`src/rtl/dsa_pkg.sv`:
```
// Shared types for the DSA bilinear-interpolation controller.
package dsa_pkg;

    localparam int PIX_IDX_W = 16;

    typedef enum logic [1:0] {
        S_IDLE = 2'd0,
        S_REQ  = 2'd1,
        S_WAIT = 2'd2,
        S_DONE = 2'd3
    } dsa_state_t;

endpackage

```
`src/rtl/dsa_ctrl_fsm.sv`:
```
// Frame sequencer: start -> next_pixel one cycle later; one pixel per REQ/WAIT pair.
// Stalls in WAIT until done_pixel; start is only accepted while idle.
module dsa_ctrl_fsm
    import dsa_pkg::*;
#(
    parameter int IMG_WIDTH  = 8,
    parameter int IMG_HEIGHT = 8
) (
    input  logic                 clk,
    input  logic                 rst,
    input  logic                 start,
    input  logic                 done_pixel,
    input  logic [PIX_IDX_W-1:0] total_pixels,
    output logic                 busy,
    output logic                 ready,
    output logic                 next_pixel,
    output logic [PIX_IDX_W-1:0] pixel_index
);

    localparam int                 FALLBACK_INT = IMG_WIDTH * IMG_HEIGHT;
    localparam logic [PIX_IDX_W-1:0] FALLBACK_CNT = PIX_IDX_W'(FALLBACK_INT);

    dsa_state_t           state;
    dsa_state_t           state_nxt;
    logic [PIX_IDX_W-1:0] count;
    logic                 last_pixel;

    assign last_pixel = (pixel_index == (count - PIX_IDX_W'(1)));

    always_comb begin
        state_nxt  = state;
        busy       = 1'b0;
        ready      = 1'b0;
        next_pixel = 1'b0;
        unique case (state)
            S_IDLE: begin
                ready = 1'b1;
                if (start) state_nxt = S_REQ;
            end
            S_REQ: begin
                busy       = 1'b1;
                next_pixel = 1'b1;
                state_nxt  = S_WAIT;
            end
            S_WAIT: begin
                busy = 1'b1;
                if (done_pixel) state_nxt = last_pixel ? S_DONE : S_REQ;
            end
            S_DONE: begin
                ready     = 1'b1;
                state_nxt = S_IDLE;
            end
            default: state_nxt = S_IDLE;
        endcase
    end

    always_ff @(posedge clk or posedge rst) begin
        if (rst) begin
            state       <= S_IDLE;
            pixel_index <= '0;
            count       <= '0;
        end else begin
            state <= state_nxt;
            if (state == S_IDLE && start) begin
                // A zero request means "whole image".
                count       <= (total_pixels == '0) ? FALLBACK_CNT : total_pixels;
                pixel_index <= '0;
            end else if (state == S_WAIT && done_pixel && !last_pixel) begin
                pixel_index <= pixel_index + PIX_IDX_W'(1);
            end
        end
    end

endmodule

```
`config.mk`:
```
export PLATFORM = sky130hd
export DESIGN_NAME = dsa_ctrl_fsm
export DESIGN_NICKNAME = d
export VERILOG_FILES = /design/src/rtl/dsa_pkg.sv /design/src/rtl/dsa_ctrl_fsm.sv
export SDC_FILE = /design/constraint.sdc
export NUM_CORES = 1
export LEC_CHECK = 0
export ABC_AREA = 0
export CAP_MARGIN = 10
export CORE_MARGIN = 4
export CORE_UTILIZATION = 40
export DETAILED_ROUTE_END_ITERATION = 6
export PLACE_DENSITY_LB_ADDON = 0.2
export SETUP_SLACK_MARGIN = 0.4
export SLEW_MARGIN = 20
export SYNTH_ARGS = -nofsm -noshare
export SYNTH_HDL_FRONTEND = slang
export SYNTH_SLANG_ARGS = --single-unit
```
`constraint.sdc`:
```
create_clock -name clk -period 3.2 [get_ports clk]
set_input_delay 0.48 -clock clk [delete_from_list [all_inputs] [get_ports clk]]
set_output_delay 0.48 -clock clk [all_outputs]
set_load 0.01 [all_outputs]
```
==> results of run 1 <==
## worst min-delay path, stage by stage (launching register included)
cell and delay [ns]:
sky130_fd_sc_hd__dfrtp_1 0.37, sky130_fd_sc_hd__nand2_1 0.06, sky130_fd_sc_hd__nand2_1 0.06
## logic make-up (layout without fill, tap and decap cells)
kind of cell / count (synthesis) / count (layout) / synth area share, %
adders and majority gates: 6 / 6 / 3.31
and+or+nand+nor: 119 / 119 / 28.2
xor gates and xnor gates: 15 / 15 / 5.78
muxes: 1 / 1 / 0.496
buffers and inverters: 26 / 66 / 5.29
DFF: 34 / 34 / 37.5
AOI/OAI and AO/OA: 65 / 67 / 19.5
## cell usage in the layout, fill, tap and decap left out, drive strengths merged, types with 3 or more instances in the layout
master / synthesis / routed
buf: 6 / 10
o31ai: 8 / 8
nor3: 7 / 7
dfrtp: 34 / 34
a21oi: 21 / 21
and2: 7 / 7
or3: 8 / 8
and3: 5 / 5
clkdlybuf4s50: 0 / 38
clkbuf: 9 / 7
nand2: 47 / 47
xnor2: 10 / 10
nor2: 5 / 5
xor2: 5 / 5
a21o: 3 / 3
ha: 6 / 6
nor2b: 4 / 4
nand4: 6 / 6
a41oi: 3 / 3
a31o: 2 / 4
o21ai: 14 / 14
or4: 9 / 9
inv: 11 / 11
nand3: 6 / 6
nor4: 7 / 7
## per-layer routing
metal,global-route usage (%),routed length [um],vias up
li1,-,-,1062
met4,4.75,106,0
met5,0,0,-
met1,21.5,2720,1037
met3,2.98,223,10
met2,26.5,2820,46
## sequential cells by signal (all words and copies together) (netlist names)
| register | flops |
|---|---|
| count | 16 |
| pixel_index | 16 |
| state | 2 |
## worst paths after layout
path	start	to	slack [ns]	cells after the start
max reg2reg	count[1]$_DFFE_PP0P_	pixel_index[10]$_DFFE_PP0P_	0.50	7
min reg2reg	count[15]$_DFFE_PP0P_	count[15]$_DFFE_PP0P_	0.52	2
max in group asynchronous	rst	pixel_index[10]$_DFFE_PP0P_	2.29	3
max	count[1]$_DFFE_PP0P_	pixel_index[10]$_DFFE_PP0P_	0.50	7
min in group asynchronous	rst	state[1]$_DFFE_PP0P_	0.60	3
min	count[15]$_DFFE_PP0P_	count[15]$_DFFE_PP0P_	0.52	2
## metrics by stage
stage | cell area, sq um | std cells | power [uW] | hold slack (ns)
3_3_place_gp | 2710 | 367 | 1800 | 0.507
5_1_grt | 2900 | 380 | 2420 | 0.553
2_1_floorplan | 2270 | 266 | 1490 | 0.467
4_1_cts | 2800 | 375 | 2140 | 0.526
3_5_place_dp | 2710 | 367 | 1820 | 0.509
6_report | 2900 | 380 | 2220 | 0.516
## power groups by stage
stage / Sequential, uW / Clock [uW] / Combinational [uW]
global placement: 789 / 0 / 1010
floorplan: 712 / 0 / 778
detailed placement: 793 / 0 / 1030
CTS: 783 / 306 / 1050
finish: 799 / 295 / 1130
global route: 821 / 328 / 1270
## area by class of cell
cell class / instances / area, sq um / share of cell area, %
clock buffer: 7 / 76.3 / 2.63
inverter: 11 / 41.3 / 1.42
multi-input combinational: 208 / 1390 / 47.8
sequential: 34 / 851 / 29.3
tap: 72 / 90.1 / 3.11
timing repair buffer: 48 / 455 / 15.7
## what timing repair did
item / CTS / global route
buffers inserted: 1 / 3
pin swaps: 0 / 3
endpoints found under the setup margin: 13 / 16
gates resized for setup: 1 / 12
gates cloned: 0 / 2
==> results.cfg, run 1 <==
[outcome]
outcome = finished clean

[cells_and_area]
area_growth_syn_to_layout_pct = 27.7
fin_util_pct = 52.6
nNetsFinal = 334
insertedDiodeCount = 0
fraction_of_layout_cells_with_a_size_suffix_above_1_pct = 11.0
fillCellCount = 529

[critical_path]
worst-path-buf-inv = 0
path_class = flip-flop to flip-flop
critical_path.slowest_cell = sky130_fd_sc_hd__or4_4
worst_setup_path_end_kind = flip-flop
worstPathArrival_ns = 2.90
crit_path_max_fanout = 7
cpMostUsedCell = sky130_fd_sc_hd__a21oi_1
worstPathRequired_ns = 3.41
cp_slowest_stage_delay_ns = 0.60
startpoint_type = flip-flop
path_cells = or4_4, o41ai_4, a21oi_1, o2111a_2, a31o_4, or4_1, a21oi_1
path_delay_family = compound AO/OA/AOI/OAI gates

[floorplan]
chipHeight_um = 83.3
core_area_sq_um = 5510
io_pins = 39
start_util_pct = 41.2
die_width_um = 83.3
die_area_sq_um = 6950
row_count = 27

[clock_tree]
htree_levels = 2
clock_sink_count = 34
cts_hold_buf = 0
clock_slew_at_reported_path_ffs_ns = 0.06
tritoncts = done
clk-insertion-delay-late_ns = 0.28
cts_buffers = 5
cts_max_path_buffers = 2
clock_tree.root_cell = sky130_fd_sc_hd__clkbuf_8

[detailed_routing]
route.detailed.drc = 0
total_via_count_after_detailed_routing = 2155
avgRoutedWirePerCell_um = 15.4
ant_nets = 0
drt_iter0_drc = 97
detailedRoute.firstPassIterationCount = 4
drt-vias-per-instance = 5.67
wl_mm = 5.87

[sta]
post-route-worst-setup-slack_ns = 0.504
max-slew-margin-rel_pct = 58.5
max_freq_ghz = 0.371
timing.final.max_slew_violations = 0
fin_crit_sh_pct = 84.3
fin_crit_ns = 2.70
clock_skew_after_layout_ns = 0.00757
worst_slew_pin_slew_ns = 0.622
fin_tns_setup_ns = 0
final_hold_viol_count = 0
final-setup-viol-count = 0
rsz_0062_raised_after_global_routing = no

[power]
vdd_drop_max_uv = 615
sw_ratio_pct = 43.1
internal_power_uw = 1260
clock_power_share_pct = 13.3
power.sequential.fraction_pct = 35.9
comb_power_share_pct = 50.8
leakagePower_uw = 0.00119
switching_power_uw = 957
power.density_cell_area_nw_per_um2 = 766

[logic_synthesis]
synth_sequential_area_ratio_pct = 37.5
yosysUniqueCellTypes = 47
synth_largest_type_area_fraction_pct = 37.5
cell_type_contributing_the_most_total_cell_area_after_synthesis = sky130_fd_sc_hd__dfrtp_1
synth-main-ff-cell = sky130_fd_sc_hd__dfrtp_1
synth.net_count = 292
synthesis.instances = 266
dominant_cells_by_area_after_synthesis = sky130_fd_sc_hd__dfrtp_1, sky130_fd_sc_hd__nand2_1, sky130_fd_sc_hd__a21oi_1, sky130_fd_sc_hd__xnor2_1, sky130_fd_sc_hd__ha_1
ys_top_cells_by_count = sky130_fd_sc_hd__nand2_1, sky130_fd_sc_hd__dfrtp_1, sky130_fd_sc_hd__a21oi_1
postSynthAreaPerCell_sq_um = 8.54
synth-warning-count = 0
syn_area_sq_um = 2270
synth_enable_flop_cells = 0
synth_most_common_cell = sky130_fd_sc_hd__nand2_1
ys_async_sr_fraction_pct = 100
yosys_register_bits = 34

[global_routing]
total_global_route_track_usage_pct = 16.1
largest_net_degree_at_the_start_of_global_routing = 35
antenna_found_initial = 0
grt_remaining_overflow = 0
grt_pass1_vias = 2010
grt_pass1_wl_mm = 9.36

[place]
placement.io_buffers = 38
place.detailed.hpwl_mm = 4.11
weighted_congestion_at_the_end_of_routability_driven_global_placement = 0.848
pre_cts_slack_ns = 0.312

[flow_run]
timing.max_cap.violations = 0

[min_path]
timing.hold.worst.class = flip-flop to flip-flop
Power figures use the tool's default switching activity.
==> inputs of run 2 (changes only) <==
==> constraint.sdc (replaced) <==
create_clock -name clk -period 2.7 [get_ports clk]
set_input_delay 0.405 -clock clk [delete_from_list [all_inputs] [get_ports clk]]
set_output_delay 0.405 -clock clk [all_outputs]
set_load 0.01 [all_outputs]
==> run 2 against run 1 <==
Effect of this change:
- routed wire length increased by 9.1%
- clock skew increased by 0.0017 ns
- register-to-register slack got worse by 0.43 ns
- combinational power increased by 44%
- fmax increased by 2.5%
- flip-flop and latch count unchanged
- largest cell class unchanged
- largest power group unchanged
==> results.cfg, run 2 (synthesized netlist as in run 1, its figures left out) <==
[detailed_routing]
ant_nets = 0
avgRoutedWirePerCell_um = 16.3
drt-vias-per-instance = 5.69
wl_mm = 6.40
detailedRoute.firstPassIterationCount = 4
total_via_count_after_detailed_routing = 2231
route.detailed.drc = 0
drt_iter0_drc = 112

[sta]
max_freq_ghz = 0.380
final_hold_viol_count = 0
fin_crit_ns = 2.63
fin_crit_sh_pct = 97.4
final-setup-viol-count = 0
timing.final.max_slew_violations = 0
worst_slew_pin_slew_ns = 0.515
clock_skew_after_layout_ns = 0.00926
rsz_0062_raised_after_global_routing = yes
max-slew-margin-rel_pct = 65.6
fin_tns_setup_ns = 0
holdWs_ns = 0.524

[critical_path]
worstReg2RegEnd = pixel_index[3]$_DFFE_PP0P_
cp_slowest_stage_delay_ns = 0.58
r2r.worst_path.cells = 7
crit_path_max_fanout = 6
cpMostUsedCell = sky130_fd_sc_hd__or4_4
worstPathRequired_ns = 2.91
r2r_setup_slack_ns = 0.07
worst_setup_path_end_kind = flip-flop
path_cells = or4_4, o41ai_4, a21oi_1, o2111a_2, a31o_4, or4_4, a21oi_2
path_class = flip-flop to flip-flop
critical_path.slowest_cell = sky130_fd_sc_hd__or4_4
startpoint_type = flip-flop
r2r-start = count[0]$_DFFE_PP0P_
worstPathArrival_ns = 2.84

[clock_tree]
cts_buffers = 5
clock_sink_count = 34
tritoncts = done
clock_tree.root_cell = sky130_fd_sc_hd__clkbuf_8
clock_slew_at_reported_path_ffs_ns = 0.07
htree_levels = 2
clk-insertion-delay-late_ns = 0.28
cts_max_path_buffers = 2

[cells_and_area]
layout.cells.most_common_list = sky130_fd_sc_hd__nand2_1, sky130_fd_sc_hd__clkdlybuf4s50_1, sky130_fd_sc_hd__dfrtp_1
final_design_area_no_fill_sq_um = 3090
nNetsFinal = 346
fraction_of_layout_cells_with_a_size_suffix_above_1_pct = 16.9
registers_with_the_most_flip_flops = count (16), pixel_index (16), state (2)
insertedDiodeCount = 0
most_frequent_standard_cell_in_the_layout_excluding_fill_and_tap_cells = sky130_fd_sc_hd__nand2_1
area_growth_syn_to_layout_pct = 35.9

[floorplan]
die_area_sq_um = 6950
io_pins = 39
row_count = 27
start_util_pct = 41.2
chipHeight_um = 83.3
die_width_um = 83.3
core_area_sq_um = 5510

[global_routing]
grt_pass1_wl_mm = 10.6
largest_net_degree_at_the_start_of_global_routing = 35
grt_remaining_overflow = 0
antenna_found_initial = 0
grt_pass1_vias = 2231
total_global_route_track_usage_pct = 18.5

[min_path]
timing.hold.worst.class = primary input to asynchronous set/reset pin

[place]
postPlaceCellArea_sq_um = 2790
weighted_congestion_at_the_end_of_routability_driven_global_placement = 0.920
place.detailed.hpwl_mm = 4.30
placement.io_buffers = 38

[flow_run]
timing.max_cap.violations = 0

[power]
clock_power_share_pct = 15.8
power.density_cell_area_nw_per_um2 = 968
leakagePower_uw = 0.00127
power.sequential.fraction_pct = 29.4
switching_power_uw = 1240
vdd_drop_max_uv = 393
sw_ratio_pct = 41.6
comb_power_share_pct = 54.7
internal_power_uw = 1740

[outcome]
outcome = finished clean
-- run 2: cell count changes in the layout (fill, tap and decap cells not counted), sizes merged --
cell / previous run / this run
a31o: 4 / 5
buf: 10 / 21
clkbuf: 7 / 6
bufinv: 0 / 1
-- run 2: through the flow --
stage / power (uW) / instances / utilization, % / worst slack, ns
CTS: 2870 / 391 / 54.6 / 0.129
global placement: 2230 / 377 / 50.7 / -0.0346
floorplan: 1780 / 266 / - / 0.100
global route: 3230 / 392 / 56.0 / -0.0229
detailed placement: 2250 / 377 / 50.7 / -0.101
finish: 2990 / 392 / 56.0 / 0.0706
-- run 2: routing by layer --
| metal | vias to the layer above | share of wire, % | track usage (%) |
|---|---|---|---|
| met5 | - | 0 | 0 |
| met4 | 0 | 1.4 | 5.20 |
| met2 | 71 | 46 | 28.4 |
| li1 | 1087 | - | - |
| met1 | 1063 | 46 | 25.5 |
| met3 | 10 | 6.6 | 5.06 |
-- run 2: area by class of cell --
class                      instances  area, sq um
fill                             517         2420
multi-input combinational        209         1450
sequential                        34          851
timing repair buffer              59          538
tap                               72         90.1
clock buffer                       6         82.6
inverter                          11         41.3
clock inverter                     1         30.0
-- run 2: power by group through the flow --
stage / combinational [uW] / sequential (uW) / clock [uW]
floorplan: 932 / 844 / 0
global placement: 1360 / 867 / 0
detailed placement: 1390 / 869 / 0
CTS: 1520 / 868 / 485
global route: 1820 / 903 / 507
finish: 1630 / 879 / 473
-- run 2: repair_timing --
action | in CTS | in global routing
pin swaps | 9 | 4
gates cloned | 3 | 0
hold buffers | 0 | 0
buffers inserted | 4 | 1
endpoints found under the setup margin | 17 | 17
gates resized for setup | 12 | 12
-- run 2: worst max-delay path: cells and delay by family, from the launching register on --
kind	cells	cell delay, ns
compound gates	5	1.09
simple gates	2	1.07
flops	1	0.40
-- run 2: worst max-delay path by stage --
stage                               startpoint                    endpoint  depth (start not counted)
final                     count[0]$_DFFE_PP0P_  pixel_index[3]$_DFFE_PP0P_                          7
after CTS                 count[0]$_DFFE_PP0P_  pixel_index[5]$_DFFE_PP0P_                          7
after global placement    count[1]$_DFFE_PP0P_  pixel_index[4]$_DFFE_PP0P_                          9
after floorplan           count[2]$_DFFE_PP0P_  pixel_index[4]$_DFFE_PP0P_                          9
after detailed placement  count[1]$_DFFE_PP0P_  pixel_index[3]$_DFFE_PP0P_                          9
after global routing      count[0]$_DFFE_PP0P_  pixel_index[3]$_DFFE_PP0P_                          7
==> inputs of run 3 (changes only) <==
--- a/config.mk
+++ b/config.mk
@@ -8,11 +8,10 @@
 export ABC_AREA = 0
 export CAP_MARGIN = 10
 export CORE_MARGIN = 4
-export CORE_UTILIZATION = 40
+export CORE_UTILIZATION = 53
 export DETAILED_ROUTE_END_ITERATION = 6
 export PLACE_DENSITY_LB_ADDON = 0.2
 export SETUP_SLACK_MARGIN = 0.4
-export SLEW_MARGIN = 20
 export SYNTH_ARGS = -nofsm -noshare
 export SYNTH_HDL_FRONTEND = slang
 export SYNTH_SLANG_ARGS = --single-unit
==> run 3 against run 2 <==
Effect of this change:
- global-route usage rose by 6.9 points
- critical path depth rose by 2
- die area fell by 22%
- final cell count fell by 4.6%
- fmax fell by 2.6%
- clock skew barely moved
- routed wire length rose by 3.4%
- clock power fell by 18%
- first-iteration DRC count rose by 71%
- via count rose by 5.3%
- sequential power rose by 0.8%
- hold slack got worse by 0.0073 ns
- critical endpoint is now pixel_index[9]$_DFFE_PP0P_
- largest cell class unchanged
- highest routed layer unchanged
==> results.cfg, run 3 (synthesized netlist as in run 1, its figures left out) <==
[outcome]
outcome = finished clean

[floorplan]
die_area_sq_um = 5400
start_util_pct = 55.6
chipHeight_um = 73.5
die_width_um = 73.5
row_count = 23
core_area_sq_um = 4090
io_pins = 39

[cells_and_area]
area_growth_syn_to_layout_pct = 37.7
layout.cells.most_common_list = sky130_fd_sc_hd__nand2_1, sky130_fd_sc_hd__clkdlybuf4s50_1, sky130_fd_sc_hd__dfrtp_1
fraction_of_layout_cells_with_a_size_suffix_above_1_pct = 20.4
registers_with_the_most_flip_flops = count (16), pixel_index (16), state (2)
insertedDiodeCount = 0
final-instance-count-excl-fill = 374
fin_util_pct = 76.5
nNetsFinal = 349
most_frequent_standard_cell_in_the_layout_excluding_fill_and_tap_cells = sky130_fd_sc_hd__nand2_1

[place]
place.detailed.hpwl_mm = 4.33
weighted_congestion_at_the_end_of_routability_driven_global_placement = 0.786
place.detailed.instances = 356
pre_cts_slack_ns = -0.0436
placement.io_buffers = 38

[sta]
fin_crit_sh_pct = 100
fin_crit_ns = 2.70
fin_tns_setup_ns = 0
worst_slew_pin_slew_ns = 0.619
max_freq_ghz = 0.370
rsz_0062_raised_after_global_routing = yes
post-route-worst-setup-slack_ns = 0.0000528
max-slew-margin-rel_pct = 58.7
final_hold_viol_count = 0
final-setup-viol-count = 0
clock_skew_after_layout_ns = 0.00876
timing.final.max_slew_violations = 0

[detailed_routing]
route.met3.wl_um = 312
wirelength_met1_mm = 2.86
drt_iter0_drc = 191
top_layer_used = met4
avgRoutedWirePerCell_um = 17.7
total_via_count_after_detailed_routing = 2350
routed_wl_met2_mm = 3.35
detailedRoute.firstPassIterationCount = 4
route.detailed.drc = 0
wl_mm = 6.62
drt-vias-per-instance = 6.28
ant_nets = 0

[clock_tree]
clock_slew_at_reported_path_ffs_ns = 0.07
cts_max_path_buffers = 2
clock_tree.root_cell = sky130_fd_sc_hd__clkbuf_8
clock_sink_count = 34
clk-insertion-delay-late_ns = 0.29
htree_levels = 2
cts_buffers = 5
tritoncts = done

[power]
vdd_drop_max_uv = 790
design_power_total_uw = 2970
leakagePower_uw = 0.00130
power.density_cell_area_nw_per_um2 = 950

[critical_path]
worstPathRequired_ns = 2.92
r2r-start = count[3]$_DFFE_PP0P_
worst_setup_path_end_kind = flip-flop
worstReg2RegEnd = pixel_index[9]$_DFFE_PP0P_
crit_path_max_fanout = 6
critical_path.slowest_cell = sky130_fd_sc_hd__or4_4
path_cells = or4_4, buf_6, nor3_4, a21o_1, a311oi_4, buf_6, a31o_4, or4_4, a21oi_2
worstPathArrival_ns = 2.92
r2r.worst_path.cells = 9
r2r_setup_slack_ns = 0.00005
path_class = flip-flop to flip-flop
startpoint_type = flip-flop
cp_slowest_stage_delay_ns = 0.57

[global_routing]
grt_pass1_wl_mm = 10.7
grt_remaining_overflow = 0
total_global_route_track_usage_pct = 25.4
largest_net_degree_at_the_start_of_global_routing = 35
grt_pass1_vias = 2212
antenna_found_initial = 0

[min_path]
timing.hold.worst.class = primary input to asynchronous set/reset pin

[flow_run]
timing.max_cap.violations = 0
[run 3: routing by layer]
layer / up-vias / track usage (%)
li1: 1098 / -
met1: 1157 / 33.5
met2: 83 / 42.1
met3: 12 / 4.38
met4: 0 / 8.05
met5: - / 0
[run 3: how the worst max path moves through the flow]
stage | from | end | slack (ns) | cells after the start
after global placement | count[1]$_DFFE_PP0P_ | pixel_index[4]$_DFFE_PP0P_ | 0.02 | 7
after detailed placement | count[1]$_DFFE_PP0P_ | pixel_index[3]$_DFFE_PP0P_ | -0.04 | 7
after CTS | count[3]$_DFFE_PP0P_ | pixel_index[3]$_DFFE_PP0P_ | 0.09 | 7
after global routing | count[3]$_DFFE_PP0P_ | pixel_index[4]$_DFFE_PP0P_ | -0.08 | 10
after floorplan | count[2]$_DFFE_PP0P_ | pixel_index[4]$_DFFE_PP0P_ | 0.10 | 9
final | count[3]$_DFFE_PP0P_ | pixel_index[9]$_DFFE_PP0P_ | 0.00005 | 9
[run 3: cell type report]
class	instances	area, sq um
clock inverters	1	5.00
repair buffers	62	583
clock buffers	7	86.3
fillers	303	960
well taps	50	62.6
inverters	11	41.3
flip-flops and latches	34	851
multi-input cells	209	1500
[run 3: worst max-delay path, delay by kind of cell (launching register included)]
| family | cells | cell delay, ns |
|---|---|---|
| AO/OA/AOI/OAI | 4 | 0.71 |
| flip-flops | 1 | 0.39 |
| buffers and inverters | 2 | 0.31 |
| AND/OR/NAND/NOR | 3 | 1.21 |
[run 3: where the power goes]
part           internal [uW]  total (uW)  switching, uW
Sequential               671         886            215
Clock                    206         388            182
Combinational            800        1700            896
Total                   1680        2970           1290
[run 3: metrics by stage]
| stage | area (sq um) | hold WS [ns] |
|---|---|---|
| finish | 3130 | 0.517 |
| global route | 3130 | 0.561 |
| floorplan | 2280 | 0.467 |
| CTS | 2980 | 0.531 |
| global placement | 2770 | 0.514 |
| detailed placement | 2770 | 0.516 |
[run 3: what timing repair did]
action,4_1_cts,5_1_grt
gates cloned,2,1
resized for setup,11,29
hold buffers,0,0
setup buffers,5,2
pin swaps,8,19
setup endpoints to repair,17,17
